File: src/rtl/rv32i_pkg.sv
`default_nettype none
// ============================================================================
//  Module   : rv32i_pkg
//  Purpose  : Shared RV32I constants: writeback source selects, load funct3
//             codes and the datapath/register-index widths.
//  Revision : 1.0  initial release
// ============================================================================
package rv32i_pkg;

    localparam int XLEN      = 32;
    localparam int REG_IDX_W = 5;

    // Writeback source select (encoding 3 aliases the ALU path)
    localparam logic [1:0] WB_SEL_ALU = 2'd0;
    localparam logic [1:0] WB_SEL_LD  = 2'd1;
    localparam logic [1:0] WB_SEL_PC4 = 2'd2;

    // Load funct3 encodings
    localparam logic [2:0] F3_LB  = 3'd0;
    localparam logic [2:0] F3_LH  = 3'd1;
    localparam logic [2:0] F3_LW  = 3'd2;
    localparam logic [2:0] F3_LBU = 3'd4;
    localparam logic [2:0] F3_LHU = 3'd5;

endpackage
`default_nettype wire

File: src/rtl/load_extract.sv
`default_nettype none
// ============================================================================
//  Module   : load_extract
//  Purpose  : Combinational load-data alignment. Picks the addressed byte or
//             halfword out of a 32-bit memory word and sign/zero-extends it
//             according to the load funct3.
//  Revision : 1.0  initial release
// ============================================================================
module load_extract
    import rv32i_pkg::*;
(
    input  logic [31:0] ld_data_i,
    input  logic [1:0]  offset_i,
    input  logic [2:0]  f3_i,
    output logic [31:0] data_o
);

    logic [7:0]  w_byte;
    logic [15:0] w_half;

    // Lane selection: byte by full offset, halfword by offset[1] only
    always_comb begin
        w_byte = ld_data_i[7:0];
        case (offset_i)
            2'd0: w_byte = ld_data_i[7:0];
            2'd1: w_byte = ld_data_i[15:8];
            2'd2: w_byte = ld_data_i[23:16];
            2'd3: w_byte = ld_data_i[31:24];
            default: w_byte = ld_data_i[7:0];
        endcase
        w_half = offset_i[1] ? ld_data_i[31:16] : ld_data_i[15:0];
    end

    // Extension by funct3; undefined codes pass the raw word through
    always_comb begin
        data_o = ld_data_i;
        case (f3_i)
            F3_LB:   data_o = {{24{w_byte[7]}}, w_byte};
            F3_LBU:  data_o = {24'd0, w_byte};
            F3_LH:   data_o = {{16{w_half[15]}}, w_half};
            F3_LHU:  data_o = {16'd0, w_half};
            F3_LW:   data_o = ld_data_i;
            default: data_o = ld_data_i;
        endcase
    end

endmodule
`default_nettype wire

File: src/rtl/wb_regfile.sv
`default_nettype none
// ============================================================================
//  Module   : wb_regfile
//  Purpose  : RV32I writeback stage and integer register file. Selects the
//             writeback value (ALU / extracted load / PC+4), writes x1..x31,
//             and serves two combinational read ports with write-through
//             bypass. x0 always reads zero.
//  Revision : 1.0  initial release
// ============================================================================
module wb_regfile
    import rv32i_pkg::*;
#(
    parameter int XLEN = 32,
    parameter int NREG = 32
) (
    input  logic                 clk,
    input  logic                 rst,
    input  logic                 wb_en,
    input  logic [1:0]           wb_sel,
    input  logic [REG_IDX_W-1:0] rd_index,
    input  logic [XLEN-1:0]      alu_out_in,
    input  logic [XLEN-1:0]      ld_data_in,
    input  logic [XLEN-1:0]      pc4_in,
    input  logic [2:0]           ld_f3,
    input  logic [REG_IDX_W-1:0] rs1_index,
    input  logic [REG_IDX_W-1:0] rs2_index,
    output logic [XLEN-1:0]      rs1_data,
    output logic [XLEN-1:0]      rs2_data,
    output logic [XLEN-1:0]      wb_data
);

    // Entry 0 is never written, so it stays at its reset value of zero
    logic [XLEN-1:0] regs_q [NREG];
    logic [XLEN-1:0] w_ld_ext;
    logic            w_we;

    load_extract u_load_extract (
        .ld_data_i (ld_data_in),
        .offset_i  (alu_out_in[1:0]),
        .f3_i      (ld_f3),
        .data_o    (w_ld_ext)
    );

    // Writes to x0 are squashed here so both the array and the bypass ignore them
    assign w_we = wb_en && (rd_index != '0);

    // Writeback source mux; encoding 3 falls back to the ALU result
    always_comb begin
        wb_data = alu_out_in;
        case (wb_sel)
            WB_SEL_ALU: wb_data = alu_out_in;
            WB_SEL_LD:  wb_data = w_ld_ext;
            WB_SEL_PC4: wb_data = pc4_in;
            default:    wb_data = alu_out_in;
        endcase
    end

    // Register array: async clear, single write port on rising edge
    always_ff @(posedge clk or posedge rst) begin
        if (rst) begin
            for (int i = 0; i < NREG; i++) begin
                regs_q[i] <= '0;
            end
        end else if (w_we) begin
            regs_q[rd_index] <= wb_data;
        end
    end

    // Read port 1: zero for x0 or during reset, bypass on same-cycle write
    always_comb begin
        rs1_data = '0;
        if (!rst && (rs1_index != '0)) begin
            rs1_data = (w_we && (rd_index == rs1_index)) ? wb_data : regs_q[rs1_index];
        end
    end

    // Read port 2: identical policy to port 1
    always_comb begin
        rs2_data = '0;
        if (!rst && (rs2_index != '0)) begin
            rs2_data = (w_we && (rd_index == rs2_index)) ? wb_data : regs_q[rs2_index];
        end
    end

endmodule
`default_nettype wire

File: config.mk
export PLATFORM = sky130hd
export DESIGN_NAME = wb_regfile
export DESIGN_NICKNAME = d
export VERILOG_FILES = /design/src/rtl/rv32i_pkg.sv /design/src/rtl/load_extract.sv /design/src/rtl/wb_regfile.sv
export SDC_FILE = /design/constraint.sdc
export NUM_CORES = 2
export LEC_CHECK = 0
export ABC_AREA = 1
export ABC_CLOCK_PERIOD_IN_PS = 91000
export BUFFER_PORTS_ARGS = -buffer_cell sky130_fd_sc_hd__buf_2
export CORE_MARGIN = 2
export CORE_UTILIZATION = 55
export DETAILED_ROUTE_END_ITERATION = 16
export PLACE_DENSITY_LB_ADDON = 0.12
export SLEW_MARGIN = 5
export SYNTH_ARGS = -nofsm -noshare
export SYNTH_HDL_FRONTEND = slang
export SYNTH_SLANG_ARGS = --single-unit
export TNS_END_PERCENT = 5
File: constraint.sdc
create_clock -name clk -period 91 [get_ports clk]
set_input_delay 22.75 -clock clk [delete_from_list [all_inputs] [get_ports clk]]
set_output_delay 22.75 -clock clk [all_outputs]
set_load 0.05 [all_outputs]
==> summary.txt <==
Logic synthesis
  • Number of enable flip-flop cells after synthesis: 0
  • Synth Register Bits: 1,024
  • Synthesized Nets: 8,679
  • Synth top area cells: dfrtp_1, nand2_1, nand3_1
  • Synth Flop Type: dfrtp_1
  • Area leader, netlist: dfrtp_1
  • Post-synth top area share: between 40 and 50%
  • Syn Inst Count: 8,558
  • Count leader, synth: nand2_1
  • Seq/Total Area, Yosys: 44.08%
  • Async set-reset flop share out of synthesis: 100.0%
  • Cell Area, Synth: 0.05813 mm²
  • Synth cell count leaders: nand2_1, nand3_1, o21ai_0, dfrtp_1, clkbuf_1
  • Total of warnings raised by yosys: 0
  • Mean Syn Cell Area: between 6 and 7 µm²
  • Yosys cell types: 29

Global routing
  • Tot GR Track Use: 42.44%
  • Remaining Overflow, GRT: 0
  • Number of global-route vias before repair: 56,030
  • Initial antenna violation count: 8
  • First-pass GRT wire length: 350,700 µm
  • Largest net degree at the start of global routing: 192

CTS
  • Clock Latency Late Sink: 720 ps
  • H-tree Lvls: 3
  • Count of cells resized by post-cts repair: 0
  • Clock Tree Root: clkbuf_16
  • # clock sinks: 1,024
  • Hold-fix buffers, CTS: 0
  • Worst-path clk slew: 60 ps
  • CTS tree: yes
  • Post-CTS setup buffers: 0
  • Buffer depth of the longest clock path: 3
  • CTS buffer count: about 110

Finish
  • Area Overhead vs Synth: 8.240%
  • Max reg flops: 1,024
  • Fin cells: 9,701
  • Largest registers: regs_q x1024
  • Register with the most flip-flops: regs_q
  • Share of cells above drive strength 1: around 7.3%
  • Nets: 8,331

Detailed routing
  • DRC Markers: 0
  • Wirelength per Cell: 24.06 µm
  • Pre-antenna DRT Iters: 7
  • Iter 0 DRT Violations: 9,905
  • DR vias: 61,300
  • Post-Route WL: 233,400 µm
  • Antenna Nets Post-Route: 0
  • Vias per Instance: 6.319

Pwr
  • Combinational power share: a little over a fifth
  • Peak VDD IR: 18.12 µV
  • Cell leakage power: 29.64 nW
  • Pint: 939.9 µW
  • NetSw: around 480 µW
  • Clock network power share: 34.5%
  • Flop pwr share: between 40% and 50%
  • Sw Ratio: 33.83%
  • Pwr dens: about 23 mW/mm²

STA
  • Slew HR: 16.04%
  • Final hold vios: 0
  • Final Worst Setup Slack: 40,960 ps
  • Setup TNS: 0 ps
  • Fin. max-slew vios: 0
  • FMAX: 19.98 MHz
  • Final setup fails: 0
  • Crit share post-route: 54.99%
  • RSZ-0062 raised after global routing: false
  • Post-layout min period: 50,040 ps
  • Clk_skew: 0 ps
  • Worst Tran Pin Value: 1259 ps

Run
  • Maxcap violations: 0

Worst setup path
  • Kind of critical path: input pin to output port
  • Critical path arrival: between 20,000 and 30,000 ps
  • Critical path data required time: 68,250 ps
  • Critical path launch point type: input pin
  • Worst Setup End Kind: output port
  • Critical path fanouts, max: 181
  • R2R Setup Slk: 90,210 ps

Run status
  • Status: completed

Hold path
  • Hold WC Path Type: flop to flop

Placed design
  • Post-Place Setup Slack: 41,150 ps
  • IO Port Bufs: 214
  • Detail Placement HPWL: 115,600 µm
  • Gpl congestion: approximately 0.91
  • DP Cell Count: around 9,500

Floorplanning
  • Die width: 329.1 µm
  • Rows: approximately 120
  • Die height: 329.1 µm
  • Core region area: 0.1051 mm²
  • Starting density of the core: 55.30%
  • IO Pins: 215
  • Die Area: about 0.11 mm²
cells by family after synthesis:
kind of cell | share of synthesized area, %
flip-flops | 44.08
adder cells (fa/ha/maj) | 0.04304
XOR/XNOR | 0.1055
AND/OR/NAND/NOR | 39.44
buffers and inverters | 6.066
AO/OA/AOI/OAI | 10.26
critical path, stage by stage:
cell and delay [ps]:
buf_8 210, inv_8 820, buf_12 700, buf_4 950, nand2_1 160, nand3_1 120, nand3_1 90, nand3_1 110
nand2_1 70, nor2_1 110, nor2_1 80, nor2_1 450, buf_2 370
cell usage in the layout (no fill, tap or decap), drive strengths merged, types with 2 or more instances in the layout:
cell type | Yosys | routed
clkinv | 2 | 24
buf | 197 | 325
nor3 | 14 | 14
diode | 0 | 8
nand3 | 1791 | 1791
nand2 | 3372 | 3372
clkbuf | 592 | 165
dfrtp | 1024 | 1024
xnor2 | 3 | 3
clkinvlp | 0 | 6
xor2 | 4 | 4
o211ai | 13 | 13
inv | 105 | 108
or2 | 31 | 31
o21bai | 6 | 6
nand4 | 4 | 4
bufinv | 0 | 12
a21oi | 99 | 99
ha | 2 | 2
o21ai | 1061 | 1061
nor2 | 236 | 236
power groups by stage:
stage | combinational [mW] | clock [mW] | sequential [mW]
floorplan | 0.228 | 0 | 0.611
global placement | 0.294 | 0 | 0.624
detailed placement | 0.302 | 0 | 0.626
CTS | 0.302 | 0.490 | 0.620
global route | 0.347 | 0.510 | 0.635
finish | 0.307 | 0.490 | 0.624
metal layers:
| layer | share of wire, % | wire (µm) | GRT usage [%] |
|---|---|---|---|
| met5 | 0.017 | 40 | 0 |
| met4 | 6.3 | 14630 | 23.05 |
| met3 | 13 | 30640 | 10.73 |
| met2 | 42 | 98750 | 62.57 |
| met1 | 38 | 89370 | 57.48 |
final timing paths:
path / from / endpoint / cells past startpoint
worst max register to register: regs_q[435] / regs_q[435] / 2
max in group asynchronous: rst / regs_q[920] / 6
worst max-delay path: rs2_index[0] / rs2_data[29] / 13
min in group asynchronous: rst / regs_q[800] / 2
worst min register to register: regs_q[1020] / regs_q[1020] / 0
worst min-delay path: regs_q[1020] / regs_q[1020] / 0
cell type report:
cell class / count / area (µm²)
sequential: 1024 / 25620
timing repair buffer: 325 / 2024
clock buffer: 165 / 3358
tap: 1391 / 1740
antenna: 8 / 20.02
multi-input combinational: 6638 / 29150
fill: 10100 / 42200
clock inverter: 43 / 545.5
inverter: 107 / 454.2
stage by stage:
| stage | utilization (%) | hold WS [ps] | total power, mW | instance area (µm²) |
|---|---|---|---|---|
| finish | 59.85 | 402.8 | 1.420 | 62920 |
| global route | 59.83 | 410.8 | 1.491 | 62900 |
| CTS | 59.83 | 402.2 | 1.413 | 62900 |
| detailed placement | 56.12 | 386.1 | 0.9282 | 58990 |
| global placement | 56.12 | 382.6 | 0.9178 | 58990 |
| floorplan | - | 440.0 | 0.8387 | 58130 |
Note: power is estimated with default switching activity, not from simulation.
